### config.mk
export PLATFORM = sky130hd
export DESIGN_NAME = mult_result_stage
export DESIGN_NICKNAME = d
export VERILOG_FILES = /design/src/rtl/mult_result_stage_pkg.sv /design/src/rtl/result_fifo.sv /design/src/rtl/mult_result_stage.sv
export SDC_FILE = /design/constraint.sdc
export NUM_CORES = 1
export LEC_CHECK = 0
export CORE_MARGIN = 2
export CORE_UTILIZATION = 40
export CTS_BUF_LIST = sky130_fd_sc_hd__clkbuf_4
export CTS_CLUSTER_SIZE = 14
export DETAILED_ROUTE_END_ITERATION = 6
export GPL_TIMING_DRIVEN = 0
export PLACE_DENSITY_LB_ADDON = 0.15
export SLEW_MARGIN = 20
export SYNTH_ARGS = -nofsm -noshare
export SYNTH_HDL_FRONTEND = slang
export SYNTH_HIERARCHICAL = 1
export SYNTH_SLANG_ARGS = --single-unit
export TNS_END_PERCENT = 30
### constraint.sdc
create_clock -name clk -period 7.2 [get_ports clk]
set_clock_uncertainty 0.1 [all_clocks]
set_input_delay 0.72 -clock clk [delete_from_list [all_inputs] [get_ports clk]]
set_output_delay 0.72 -clock clk [all_outputs]
set_load 0.03 [all_outputs]
### src/rtl/mult_result_stage_pkg.sv
// Shared multiplier constants: operand/product widths and datapath latency.
package mult_result_stage_pkg;

   localparam int unsigned MULT_OP_W   = 8;
   localparam int unsigned MULT_PROD_W = 2 * MULT_OP_W;
   // Cycles from operand capture in the input register to a valid product.
   localparam int unsigned MULT_LAT    = 1;

endpackage

### src/rtl/result_fifo.sv
// Result FIFO: storage, wrapping pointers, occupancy level, full/empty flags.
// A push while full is only accepted when a pop happens in the same cycle.
module result_fifo
   import mult_result_stage_pkg::*;
#(
   parameter int unsigned WIDTH = MULT_PROD_W,
   parameter int unsigned DEPTH = 4
) (
   input  logic                     clk,
   input  logic                     rst_n,
   input  logic                     i_push,
   input  logic [WIDTH-1:0]         i_push_data,
   input  logic                     i_pop,
   output logic [WIDTH-1:0]         o_data,
   output logic [$clog2(DEPTH):0]   o_level,
   output logic                     o_full,
   output logic                     o_empty
);

   localparam int unsigned PTR_W = $clog2(DEPTH);
   localparam int unsigned LVL_W = PTR_W + 1;

   logic [WIDTH-1:0] r_mem [DEPTH];
   logic [PTR_W-1:0] r_wr_ptr;
   logic [PTR_W-1:0] r_rd_ptr;
   logic [LVL_W-1:0] r_level;
   logic             w_push_ok;
   logic             w_pop_ok;

   assign o_full    = (r_level == LVL_W'(DEPTH));
   assign o_empty   = (r_level == '0);
   assign w_push_ok = i_push & (~o_full | i_pop);
   assign w_pop_ok  = i_pop & ~o_empty;
   assign o_data    = r_mem[r_rd_ptr];
   assign o_level   = r_level;

   // Storage write; cleared on reset so the head reads zero out of reset.
   always_ff @(posedge clk or negedge rst_n) begin
      if (!rst_n) begin
         for (int unsigned i = 0; i < DEPTH; i++) begin
            r_mem[i] <= '0;
         end
      end else if (w_push_ok) begin
         r_mem[r_wr_ptr] <= i_push_data;
      end
   end

   // Pointers wrap naturally modulo DEPTH (power of two).
   always_ff @(posedge clk or negedge rst_n) begin
      if (!rst_n) begin
         r_wr_ptr <= '0;
         r_rd_ptr <= '0;
      end else begin
         if (w_push_ok) r_wr_ptr <= r_wr_ptr + PTR_W'(1);
         if (w_pop_ok)  r_rd_ptr <= r_rd_ptr + PTR_W'(1);
      end
   end

   // Occupancy: unchanged when push and pop coincide.
   always_ff @(posedge clk or negedge rst_n) begin
      if (!rst_n) begin
         r_level <= '0;
      end else begin
         case ({w_push_ok, w_pop_ok})
            2'b10:   r_level <= r_level + LVL_W'(1);
            2'b01:   r_level <= r_level - LVL_W'(1);
            default: r_level <= r_level;
         endcase
      end
   end

endmodule

### src/rtl/mult_result_stage.sv
// Multiplier result stage: issues operand credit upstream, tracks accepted
// operands through the fixed-latency datapath, captures products into a FIFO
// and delivers them downstream over valid/ready.
module mult_result_stage
   import mult_result_stage_pkg::*;
#(
   parameter int unsigned WIDTH = MULT_PROD_W,
   parameter int unsigned LAT   = MULT_LAT,
   parameter int unsigned DEPTH = 4
) (
   input  logic                     clk,
   input  logic                     reset,
   input  logic                     op_valid,
   output logic                     op_ready,
   input  logic [WIDTH-1:0]         prod,
   output logic [WIDTH-1:0]         out_data,
   output logic                     out_valid,
   input  logic                     out_ready,
   output logic [$clog2(DEPTH):0]   level,
   output logic                     ovf_err
);

   localparam int unsigned LVL_W = $clog2(DEPTH) + 1;

   logic [LAT-1:0]   r_tok;
   logic [LVL_W-1:0] r_inflight;
   logic             r_ovf_err;
   logic             w_acc;
   logic             w_cap;
   logic             w_pop;
   logic             w_full;
   logic             w_empty;
   logic [LVL_W:0]   w_credit_sum;

   assign w_acc     = op_valid & op_ready;
   assign w_cap     = r_tok[LAT-1];
   assign w_pop     = out_valid & out_ready;
   assign out_valid = ~w_empty;
   assign ovf_err   = r_ovf_err;

   // Credit from registered level and in-flight count only, so a pop in the
   // current cycle does not free a slot until the next cycle.
   assign w_credit_sum = {1'b0, level} + {1'b0, r_inflight};
   assign op_ready     = (w_credit_sum < (LVL_W + 1)'(DEPTH));

   // Token pipeline mirroring the datapath latency; the tail marks prod valid.
   if (LAT == 1) begin : g_tok_single
      always_ff @(posedge clk or negedge reset) begin
         if (!reset) r_tok <= '0;
         else        r_tok <= w_acc;
      end
   end else begin : g_tok_multi
      always_ff @(posedge clk or negedge reset) begin
         if (!reset) r_tok <= '0;
         else        r_tok <= {r_tok[LAT-2:0], w_acc};
      end
   end

   // Count of accepted operands whose product has not yet been captured.
   always_ff @(posedge clk or negedge reset) begin
      if (!reset) begin
         r_inflight <= '0;
      end else begin
         case ({w_acc, w_cap})
            2'b10:   r_inflight <= r_inflight + LVL_W'(1);
            2'b01:   r_inflight <= r_inflight - LVL_W'(1);
            default: r_inflight <= r_inflight;
         endcase
      end
   end

   // Sticky overflow: a product arrived with no room; credit should prevent it.
   always_ff @(posedge clk or negedge reset) begin
      if (!reset) begin
         r_ovf_err <= 1'b0;
      end else if (w_cap & w_full & ~w_pop) begin
         r_ovf_err <= 1'b1;
      end
   end

   result_fifo #(
      .WIDTH (WIDTH),
      .DEPTH (DEPTH)
   ) u_result_fifo (
      .clk         (clk),
      .rst_n       (reset),
      .i_push      (w_cap),
      .i_push_data (prod),
      .i_pop       (w_pop),
      .o_data      (out_data),
      .o_level     (level),
      .o_full      (w_full),
      .o_empty     (w_empty)
   );

endmodule

[Word-level counts from Yosys, hierarchy flattened]
Index checks and enable logic that the tools add are counted.
W data, S select, Z words.
Operators by class
  reductions and logical operators: 4
  bitwise gates (word level): 12
  add/subtract/negate cells: 7
  muxes and demuxes: 8
  eq/ne operators: 5
  $lt $le $gt $ge: 4
Operator list (number)
  $bwmux W64: 1
  $mux W16: 3
  $bmux W16 S2: 1
  $demux W16 S2: 1
  $pmux W3 S2: 2
  $add A3 B1 Y3 const B: 2
  $and A1 B1 Y1: 6
  $ge A3 B3 Y1 const B: 2
  $not A2 Y3: 2
  $sub A3 B1 Y3 const B: 2
  $add A2 B1 Y2 const B: 2
  $add A3 B3 Y4: 1
  $eq A2 B1 Y1 const B: 2
  $eq A2 B2 Y1 const B: 2
  $lt A4 B3 Y1 const B: 1
  $reduce_bool A2 Y1: 2
  $eq A3 B3 Y1 const B: 1
  $logic_not A3 Y1: 1
  $lt A3 B1 Y1 const B: 1
  $not A1 Y1: 3
  $logic_and A1 B1 Y1: 1
  $or A1 B1 Y1: 1
Storage, ports and cells
  word-level logic and storage cells: 50
  input port bits: 20
  register bits: 76
  output and inout bits: 22

[Logic depth before layout (Yosys ltp)]
  depth in word-level cells: 7
  depth in mapped cells: 10

[By module]
Netlist, hierarchy kept.
Modules (own cells, without submodules)
  result_fifo: area an instance 3194.3 um2, cells an instance 193, instances 1
  mult_result_stage: area an instance 296.5 um2, cells an instance 26, instances 1

[Worst setup path before layout]
OpenSTA, ideal clock, no wires.
  path kind: reg2reg
  from: register u_result_fifo.r_level[0] (netlist: u_result_fifo/o_level[0])
  to: register u_result_fifo.r_level[2] (netlist: u_result_fifo/o_level[2])
  clock period less this slack: 2674 ps
  data arrival time: 2493 ps
  path buffers: 0
  library setup time: 81 ps
  setup slack: 4526 ps
  required time: 7019 ps
  stages on the path, launching flop included: 11
  cell sequence: dfrtp_1 nor3_1 nor2b_1 nor4b_4 nand2b_1 ha_1 inv_1 fa_1 xor2_1 nor2_1 xor2_1
On the way
  longest elaborated chain between the ends: 7
  elaborated cells between the ends (all ways): 14
  classes of those cells: 2 x add/sub; 3 x eq/ne; 1 x mux; 6 x bitwise; 2 x reduce/logical
RTL lines
  from (decl): RTL line result_fifo.sv:26  | logic [LVL_W-1:0] r_level;
  from (signal assigned): RTL line result_fifo.sv:65  | 2'b10: r_level <= r_level + LVL_W'(1);
  from (signal assigned): RTL line result_fifo.sv:66  | 2'b01: r_level <= r_level - LVL_W'(1);
  from (signal assigned): RTL line result_fifo.sv:67  | default: r_level <= r_level;
  $logic_not A3 Y1 (*): RTL line result_fifo.sv:31  | assign o_empty = (r_level == '0);
  via w_empty: RTL line mult_result_stage.sv:32  | logic w_empty;
  $not A1 Y1 (*): RTL line mult_result_stage.sv:38  | assign out_valid = ~w_empty;
  $and A1 B1 Y1 (*): RTL line mult_result_stage.sv:37  | assign w_pop = out_valid & out_ready;
  via w_pop: RTL line mult_result_stage.sv:30  | logic w_pop;
  $or A1 B1 Y1: RTL line result_fifo.sv:32  | assign w_push_ok = i_push & (~o_full | i_pop);
  $and A1 B1 Y1: RTL line result_fifo.sv:32
  $eq A2 B1 Y1 or $eq A2 B2 Y1 (tied branches): RTL line result_fifo.sv:64  | case ({w_push_ok, w_pop_ok})
  $pmux W3 S2 or $reduce_bool A2 Y1 (tied branches)
Mark *: on every way through the listed nets, which the timed path passes. The rest lies on a longest branch.
A chain may end at the register's enable or synchronous reset.

[Final worst setup path]
  from: register u_result_fifo.r_rd_ptr[0]
  to: output out_data[4]
On the way
  longest elaborated chain between the ends: 4
RTL lines
  from (decl): RTL line result_fifo.sv:25  | logic [PTR_W-1:0] r_rd_ptr;
  from (signal assigned): RTL line result_fifo.sv:55  | if (w_pop_ok) r_rd_ptr <= r_rd_ptr + PTR_W'(1);
  $not A2 Y3 (not written as such): RTL line result_fifo.sv:34  | assign o_data = r_mem[r_rd_ptr];
  $bmux W16 S2: RTL line result_fifo.sv:34
  $mux W16 (not written as such) (2 in series): RTL line result_fifo.sv:34
  to (decl): RTL line mult_result_stage.sv:16  | output logic [WIDTH-1:0] out_data,
Every way passes these cells. The select of a mux whose other input is x is not followed.

==> run_results.csv <==
group,metric,value,unit
synth,syn_area,3490,µm²
global_routing,gr-usage-all-layers,14.7,%
die,die_w,97.4,µm
synth,seq_area_frac_synth,54.5,%
power,power_frac_comb,53.4,%
place,detailed_place.area,4060,µm²
power,clockPowerShare,10.0,%
drt,drt_wl_total,6320,µm
clock_tree,cts_buffers,9,
drt,vias,1930,
sta,slew_viol_final,0,
die,die_h,97.4,µm
power,swShare,37.3,%
synth,synth_compound_area_share,0.609,%
worst_setup_path,crit_slowest_cell,"clkdlybuf4s50_1",
cells_and_area,diodes,0,
cells_and_area,stdcell_area,4160,µm²
sta,setup-violations-final,0,
global_routing,grt_overflow,0,
power,p_leak,1.70,nW
drt,drc,0,
sta,finalHoldViolCount,0,
worst_setup_path,crit_fanout,10,
place,routabilityCongestion,0.718,
clock_tree,cts_root_buf,"clkbuf_4",
cells_and_area,fill_cells,790,
clock_tree,hold_buffers,0,
clock_tree,cts_resized,0,
power,seqPwrFrac,36.7,%
synth,synth.mux.area_fraction,31.6,%
place,dp_hpwl,4190,µm
drt,dr.pass1.iters,3,
sta,tightest_slew,0.504,ns
worst_setup_path,cp-start-kind,"flop",
clock_tree,cts_setup_buffers,0,
sta,min_period,3.44,ns
clock_tree,h-tree-depth,3,
sta,relSlewSlack,66.4,%
global_routing,grt_max_degree,49,
die,start_util,40.6,%
synth,postSynthCellCount,219,
cells_and_area,num-nets-final,302,
worst_setup_path,max_stage_delay,0.61,ns
worst_setup_path,cp-end-kind,"output pin",
die,coreArea,8590,µm²
power,power.density,503,nW/µm²
die,io_pins,42,
global_routing,first_global_vias,2039,
clock_tree,clkLatencyLatePin,0.40,ns
synth,syn_area_per_cell,15.9,µm²
synth,synth.yosys.warnings,6,
cells_and_area,area_delta_synth_final,19.2,%
clock_tree,clk_pin_slew,0.12,ns
place,io_buffers,41,
status,status,"complete, no violations",
power,vdd_ir_drop_max,0.246,mV
power,p_switching,0.000781,W
worst_setup_path,crit_arrival,2.62,ns
clock_tree,cts_buffer_depth,2,
cells_and_area,postLayoutCoreUtil,48.4,%
worst_setup_path,crit_required,6.38,ns
sta,fin_crit_sh,47.8,%
synth,syn_nets,249,
worst_setup_path,cp_common_cell,"buf_2",
clock_tree,cts_tree,"yes",
worst_setup_path,crit_type,"flop to output pin",
power,p_int,0.00131,W
sta,fin_setup_tns,0,ns
job,cap_violations,0,
sta,grt_setup_unrepaired,"no",
synth,synth_seq_cells,76,
die,die-area,9490,µm²
global_routing,grt_antenna_before_repair,0,
drt,ant_nets,0,
synth,ys_types,26,
global_routing,grt_pass1_wl,10700,µm
drt,via_per_inst,5.03,
synth,synth-simple-area-share,4.27,%
clock_tree,clkSinkCount,76,
synth,synth_fa_ha_area_share,4.01,%
die,row_count,34,
synth,synth_top_family_by_area,"multiplexers",
worst_setup_path,crit_chain,"buf_2 -> buf_2 -> mux4_2 -> clkdlybuf4s50_1",
drt,wl_per_cell,16.5,µm
worst_setup_path,reg2regPathDepth,10,
min_path,hp-class,"input pin to async pin",
sta,fmax,290,MHz
synth,synthXorXnorAreaFrac,2.26,%
drt,first_iter_violations,42,
cells_and_area,drive_above_1_share,39.9,%
==> sequential cells by signal, indices dropped and copies added (netlist names) <==
signal	count
u_result_fifo/r_wr_ptr	2
r_inflight	3
r_tok	1
u_result_fifo/r_rd_ptr	2
ovf_err	1
u_result_fifo/o_level	3
u_result_fifo/r_mem	64
==> layout by cell type (no fill, tap or decap), types with 2 or more instances in the layout <==
cell type / instances
nand2_1: 8
fa_1: 2
nor2_1: 2
inv_1: 9
clkinv_1: 2
nor2_2: 4
xnor2_1: 4
clkinv_2: 2
mux4_2: 16
mux2_2: 65
dfrtp_1: 76
clkbuf_4: 11
buf_6: 4
xor2_1: 5
buf_2: 3
clkdlybuf4s50_1: 40
ha_1: 8
==> routing by layer <==
layer / vias up / GRT usage [%] / wire [µm]
met5: - / 0 / 0
met4: 0 / 7.05 / 125
met3: 10 / 3.17 / 193
met2: 35 / 22.2 / 2970
met1: 992 / 20.2 / 3030
li1: 893 / - / -
==> cells by family after synthesis <==
group,count (synthesis)
mux,82
xor+xnor,9
flops,76
simple gates,22
fa+ha+maj,10
compound gates,3
buf+inv,17
==> through the flow <==
step	hold WS, ns	worst slack, ns	total power [W]	std cells
floorplan	0.324	4.53	0.00155	219
global placement	0.370	2.50	0.00190	368
detailed placement	0.366	3.99	0.00192	369
CTS	0.121	3.66	0.00213	384
global route	0.126	3.57	0.00224	384
finish	0.137	3.76	0.00209	384
==> critical path: cells and delay by family, from the launching register on <==
| family | cells | cell delay [ns] |
|---|---|---|
| buffers and inverters | 3 | 1.32 |
| DFF | 1 | 0.33 |
| muxes | 1 | 0.57 |
==> synth_stat cells, drive strengths merged <==
cell / n / share of area, %
nor2: 6 / 0.93
ha: 8 / 2.9
nor3: 1 / 0.14
mux4: 16 / 10
nor4: 1 / 0.61
xor2: 5 / 1.3
nor2b: 1 / 0.18
nand2: 8 / 0.86
mux2i: 1 / 0.29
dfrtp: 76 / 54
and3: 2 / 0.50
clkbuf: 1 / 0.11
xnor2: 4 / 1.0
o21bai: 1 / 0.22
nand2b: 1 / 0.18
fa: 2 / 1.1
mux2: 65 / 21
o31a: 1 / 0.25
inv: 9 / 0.97
and2: 1 / 0.18
buf: 7 / 1.7
o21ai: 1 / 0.14
nor4b: 1 / 0.68
==> power groups by stage <==
stage                     logic [W]  clock network (W)  registers (W)
after detailed placement    0.00113                  0       0.000781
after global placement      0.00112                  0       0.000777
final                       0.00112           0.000209       0.000768
after global routing        0.00120           0.000240       0.000799
after CTS                   0.00114           0.000222       0.000771
after floorplan            0.000788                  0       0.000765
==> final cells by class <==
cell class	count	area, µm²	share of cell area [%]
Clock inverter	4	17.5	0.421
Clock buffer	11	82.6	1.98
Tap cell	108	135	3.25
Buffer	8	63.8	1.53
Timing Repair Buffer	42	435	10.5
Multi-Input combinational cell	126	1490	35.8
Inverter	9	33.8	0.812
Sequential cell	76	1900	45.7
==> worst paths after layout <==
kind	start	to	slack [ns]
hold reg to reg	r_inflight[2]	r_inflight[2]	0.39
min in group clk	r_inflight[2]	r_inflight[2]	0.39
hold / removal	reset	u_result_fifo/r_mem[9]	0.14
max in group asynchronous	reset	u_result_fifo/r_mem[36]	6.29
setup / recovery	u_result_fifo/r_rd_ptr[0]	out_data[4]	3.76
setup reg to reg	u_result_fifo/o_level[0]	u_result_fifo/o_level[2]	4.41
(Power assumes the default switching activity.)
